--- src/rtl/if_id_stall_unit.sv ---
// PC register, IF/ID register and the control half of ID/EX, with stall, bubble and
// branch-flush handling. Every output comes straight from a flop.
module if_id_stall_unit #(
    parameter logic [31:0] RESET_PC = 32'h0000_0000,
    parameter int          CTRL_W   = 8,
    parameter int          CNT_W    = 16
) (
    input  logic              clk,
    input  logic              reset_n,
    input  logic              pc_write,
    input  logic              if_id_write,
    input  logic              load_delay,
    input  logic              flush,
    input  logic [31:0]       branch_target,
    input  logic [31:0]       imem_inst,
    input  logic [CTRL_W-1:0] id_ctrl,
    output logic [31:0]       pc_out,
    output logic [31:0]       if_id_pc,
    output logic [31:0]       if_id_inst,
    output logic              if_id_valid,
    output logic [CTRL_W-1:0] ex_ctrl,
    output logic [CNT_W-1:0]  stall_count,
    output logic [CNT_W-1:0]  flush_count
);

    localparam logic [31:0]      NOP_INST = 32'h0000_0013;
    localparam logic [31:0]      PC_STEP  = 32'd4;
    localparam logic [CNT_W-1:0] CNT_ONE  = {{(CNT_W-1){1'b0}}, 1'b1};
    localparam logic [CNT_W-1:0] CNT_MAX  = {CNT_W{1'b1}};

    logic [31:0]       pc_q, pc_d;
    logic [31:0]       if_id_pc_q, if_id_pc_d;
    logic [31:0]       if_id_inst_q, if_id_inst_d;
    logic              if_id_valid_q, if_id_valid_d;
    logic [CTRL_W-1:0] ex_ctrl_q, ex_ctrl_d;
    logic [CNT_W-1:0]  stall_count_q, stall_count_d;
    logic [CNT_W-1:0]  flush_count_q, flush_count_d;

    always_comb begin
        pc_d          = pc_q;
        if_id_pc_d    = if_id_pc_q;
        if_id_inst_d  = if_id_inst_q;
        if_id_valid_d = if_id_valid_q;
        ex_ctrl_d     = ex_ctrl_q;
        stall_count_d = stall_count_q;
        flush_count_d = flush_count_q;

        if (flush) begin
            // A taken branch overrides every hold/bubble request this cycle.
            pc_d          = branch_target;
            if_id_pc_d    = 32'h0000_0000;
            if_id_inst_d  = NOP_INST;
            if_id_valid_d = 1'b0;
            ex_ctrl_d     = '0;
            if (flush_count_q != CNT_MAX) begin
                flush_count_d = flush_count_q + CNT_ONE;
            end
        end else begin
            if (pc_write) begin
                pc_d = pc_q + PC_STEP;
            end
            if (if_id_write) begin
                if_id_pc_d    = pc_q;
                if_id_inst_d  = imem_inst;
                if_id_valid_d = 1'b1;
            end
            // Control from a squashed IF/ID slot must never reach EX.
            if (load_delay) begin
                ex_ctrl_d = '0;
            end else if (if_id_valid_q) begin
                ex_ctrl_d = id_ctrl;
            end else begin
                ex_ctrl_d = '0;
            end
            if (load_delay && (stall_count_q != CNT_MAX)) begin
                stall_count_d = stall_count_q + CNT_ONE;
            end
        end
    end

    always_ff @(posedge clk or negedge reset_n) begin
        if (!reset_n) begin
            pc_q          <= RESET_PC;
            if_id_pc_q    <= 32'h0000_0000;
            if_id_inst_q  <= NOP_INST;
            if_id_valid_q <= 1'b0;
            ex_ctrl_q     <= '0;
            stall_count_q <= '0;
            flush_count_q <= '0;
        end else begin
            pc_q          <= pc_d;
            if_id_pc_q    <= if_id_pc_d;
            if_id_inst_q  <= if_id_inst_d;
            if_id_valid_q <= if_id_valid_d;
            ex_ctrl_q     <= ex_ctrl_d;
            stall_count_q <= stall_count_d;
            flush_count_q <= flush_count_d;
        end
    end

    assign pc_out      = pc_q;
    assign if_id_pc    = if_id_pc_q;
    assign if_id_inst  = if_id_inst_q;
    assign if_id_valid = if_id_valid_q;
    assign ex_ctrl     = ex_ctrl_q;
    assign stall_count = stall_count_q;
    assign flush_count = flush_count_q;

endmodule
--- config.mk ---
export PLATFORM = sky130hd
export DESIGN_NAME = if_id_stall_unit
export DESIGN_NICKNAME = d
export VERILOG_FILES = /design/src/rtl/if_id_stall_unit.sv
export SDC_FILE = /design/constraint.sdc
export NUM_CORES = 1
export LEC_CHECK = 0
export ABC_CLOCK_PERIOD_IN_PS = 2600
export BUFFER_PORTS_ARGS = -buffer_cell sky130_fd_sc_hd__buf_2
export CORE_ASPECT_RATIO = 0.9
export CORE_MARGIN = 2
export CORE_UTILIZATION = 47
export CTS_BUF_LIST = sky130_fd_sc_hd__clkbuf_2
export CTS_CLUSTER_SIZE = 10
export DETAILED_ROUTE_END_ITERATION = 16
export PLACE_DENSITY = 0.76
export SKIP_LAST_GASP = 1
export SLEW_MARGIN = 0
export SYNTH_ARGS = -nofsm -noshare
export SYNTH_HDL_FRONTEND = slang
export SYNTH_SLANG_ARGS = --single-unit
--- constraint.sdc ---
create_clock -name clk -period 2.6 [get_ports clk]
set_clock_uncertainty 0.1 [all_clocks]
set_input_delay 0 -clock clk [delete_from_list [all_inputs] [get_ports clk]]
set_output_delay 0 -clock clk [all_outputs]
set_load 0.05 [all_outputs]
==> reports/qor.yml, run 1 <==
postCtsHoldBufs: 193
synth_compound_gate_area_share: 0.0626
synthMostInstantiatedCell: "dfrtp_1"
die_h_um: 113
yosys.area_share.xor_xnor: 0.0560
row_count: 39
ys_seq_area_frac: 0.549
stop_stage: "4_1_cts"
stop_error: "[ERROR RSZ-0060] Max buffer count reached."
yosys.area.top_type: "dfrtp_1"
cts-root-buf: "clkbuf_2"
ys_seq_elements: 137
outcome: "aborted with a tool error"
hpwl_mm: 11.3
globalplace.congestion: 0.874
synth_cells: 571
synth_top_family_by_area: "simple AND/OR/NAND/NOR gates"
ctsResizeCount: 0
start_util: 0.487
synthAdderAreaFrac: 0.00600
netlist_top_cells_area: "dfrtp_1, mux2i_1, nor2_1, xnor2_1, xor2_1"
yosysWarnings: 0
synthSimpleGateAreaFrac: 0.189
cts_buffers: 17
synth_common_cells: "dfrtp_1, nor2_1, mux2i_1, nand2_1, nand3_1"
ctsLongestPathBuffers: 2
place_ws_ps: 521
synth_area_mm2: 0.00625
die_x_um: 126
ys_async_sr_fraction: 1.00
syn-num-nets: 652
ios: 215
synth-edff-count: 0
synth_top_area_share: 0.536
yosysUniqueCellTypes: 43
avgSynthCellArea_um2: 10.9
synthMuxAreaShare: 0.115
post-cts-setup-buffer-count: 0
ctsHtreeMaxLevel: 4
io_buffers: 214
clock_sinks: 137
ys.flop_type: "dfrtp_1"
==> per-stage QoR <==
| step | instances | util | area [um2] | hold slack, ps |
|---|---|---|---|---|
| after global placement | 925 | 0.581 | 7460 | -49.3 |
| after floorplan | 571 | - | 6250 | -396 |
| after detailed placement | 925 | 0.581 | 7460 | -35.5 |
==> logic make-up after synthesis <==
family | after synthesis
AND/OR/NAND/NOR | 228
flip-flops | 137
multiplexers | 71
AO/OA/AOI/OAI | 62
XOR/XNOR | 40
buffers and inverters | 30
adder cells (fa/ha/maj) | 3
==> run 2: changes to the inputs <==
- CORE_ASPECT_RATIO: 0.9 -> not set
- CORE_UTILIZATION: 47 -> 32
- CTS_BUF_LIST: sky130_fd_sc_hd__clkbuf_2 -> not set
- CTS_CLUSTER_SIZE: 10 -> not set
- PLACE_DENSITY: 0.76 -> not set
- PLACE_DENSITY_LB_ADDON: not set -> 0.15
==> run 2 against run 1 <==
Net effect: the flow now finishes without violations; synthesized cell count stayed put; synthesized area did not move.
==> reports/qor.yml, run 2 <==
layout-drive-gt1-share: 0.289
synth_common_cells: "dfrtp_1, nor2_1, mux2i_1, nand2_1, nand3_1"
worstPathArrival_ps: 2330
synth_cells: 571  # unchanged
fin_util: 0.478
dr.pass1.iters: 5
wl_mm: 17.6
crit_path_end_kind: "flop"
fmax_mhz: 477
powerDensity_mw_per_mm2: 730
post-cts-setup-buffer-count: 0  # unchanged
ios: 215  # unchanged
cp.required_ps: 2830
grt_max_degree: 65
postCtsHoldBufs: 106  # -45%
crit_chain: "and3_1 > nand2_1 > or4_1 > a31oi_1"
die_x_um: 144  # +14%
ant_nets: 0
crit_path_max_fanout: 9
cp-endpoint: "pc_out[24]$_DFFE_PN0N_"
hpwl_mm: 11.7  # +4.0%
cap_viol_max_count: 0
start_util: 0.323  # -0.164
outcome: "finished clean"
critPathKind: "flop to flop"
grt_pass1_vias: 5499
min_period_over_period: 0.806
routed_via_density: 4.79
ctsHtreeMaxLevel: 4  # unchanged
final_cell_mix: "buf_2, dfrtp_1, dlygate4sd3_1"
fin_area_mm2: 0.00924
finalPower_mw: 6.75
drv_slew: 0
grt_pass1_wl_mm: 27.4
leakage_nw: 4.63
synth-edff-count: 0  # unchanged
layout_commonest_cell: "buf_2"
cpMaxStageDelayCell: "or4_1"
syn2layout_area_growth_pct: 47.8
drt_iter0_markers: 201
rr_startpoint: "pc_out[4]$_DFFE_PN0N_"
post_dp_cell_area_mm2: 0.00759  # +1.7%
die_h_um: 144  # +27%
slowest_delay_ps: 570
cts_buffers: 17  # unchanged
num-fill-cells: 1829
yosysUniqueCellTypes: 43  # unchanged
seq_area_mm2: 0.00343
crit_path_start: "pc_out[4]$_DFFE_PN0N_"
synthMostInstantiatedCell: "dfrtp_1"
clock_latency_ps: 420
finalCriticalPeriod_ps: 2100
clkTransAtPathRegs_ps: 60
finalNetCount: 967
track_usage: 0.169
worstRegToRegCells: 4
num_antenna_cells: 0
setup_violations: 0
cts-root-buf: "clkbuf_16"
io_buffers: 214  # unchanged
ys_async_sr_fraction: 1.00  # unchanged
timing.final.hold_violations: 0
ys_seq_elements: 137  # unchanged
coreArea_mm2: 0.0193
die-area_mm2: 0.0207
rrSetupSlack_ps: 500
synth_top_area_share: 0.536  # unchanged
globalplace.congestion: 0.837  # -4.2%
yosysWarnings: 0  # unchanged
slew_headroom: 0.545
cts_tree: "done"
ctsLongestPathBuffers: 2  # unchanged
drc: 0
grt_overflow: 0
peakVddDrop_uv: 425
ys_seq_area_frac: 0.549  # unchanged
setup_tns_ps: 0
multi_input_area_mm2: 0.00268
reg2reg_to: "pc_out[24]$_DFFE_PN0N_"
ctsResizeCount: 0  # unchanged
wl_per_cell_um: 15.1
ys.flop_type: "dfrtp_1"
synth_area_mm2: 0.00625  # unchanged
antenna_found_initial: 0
syn-num-nets: 652  # unchanged
cp-start-kind: "flop"
grt_setup_unrepaired: "no"
yosys.area.top_type: "dfrtp_1"
row_count: 51  # +31%
avgSynthCellArea_um2: 10.9  # unchanged
clock_sinks: 137  # unchanged
hold_path_class: "input port to flop"
vias: 5571
netlist_top_cells_area: "dfrtp_1, mux2i_1, nor2_1, xnor2_1, xor2_1"
tightest_slew_ps: 681
-- run 2: routing by layer --
metal / global-route usage / share of wire / vias to the layer above
met5: 0 / 0 / -
met4: 0.0557 / 0.012 / 0
met3: 0.0480 / 0.055 / 16
met2: 0.284 / 0.49 / 164
met1: 0.210 / 0.44 / 2709
li1: - / - / 2682
-- run 2: how the worst min path moves through the flow --
stage,from,to,slack [ps],cells past startpoint
5_1_grt,if_id_write,if_id_valid$_DFFE_PN0P_,50,3
3_5_place_dp,reset_n,flush_count[8]$_DFFE_PN0P_,-60,1
6_report,pc_write,pc_out[11]$_DFFE_PN0N_,30,5
2_1_floorplan,reset_n,ex_ctrl[0]$_DFF_PN0_,-400,0
4_1_cts,pc_write,pc_out[11]$_DFFE_PN0N_,10,5
3_3_place_gp,reset_n,flush_count[8]$_DFFE_PN0P_,-70,1
-- run 2: critical path: cells and delay by family (launching register included) --
family	cells	cell delay, ps
flops	1	450
compound gates	1	190
simple gates	3	1280
-- run 2: cell families (layout without fill, tap and decap cells) --
family	after synthesis	after routing	synth area share
simple gates	228	228	0.189
flops	137	137	0.549
mux	71	71	0.115
compound gates	62	62	0.0626
xor+xnor	40	40	0.0560
buf+inv	30	358	0.0222
fa+ha+maj	3	3	0.00600
-- run 2: area by class of cell --
cell class,instances,area share
Timing Repair Buffer,324,0.238
Sequential cell,137,0.371
Inverter,2,0.000812
Clock buffer,24,0.0510
Tap cell,265,0.0359
Multi-Input combinational cell,404,0.290
Clock inverter,8,0.0131
-- run 2: through the flow --
step	hold slack (ps)	setup WS, ps	instances
6_report	28.2	503	1164
5_1_grt	50.5	372	1164
4_1_cts	9.61	506	1164
3_5_place_dp	-57.8	536	1026
3_3_place_gp	-68.4	620	1026
2_1_floorplan	-396	430	571
-- run 2: report_power, final --
group	internal (mW)	switching, mW
sequential	2.35	0.250
combinational	0.527	1.18
clock	1.56	0.891
No activity file was read; power rests on OpenSTA's default activity.
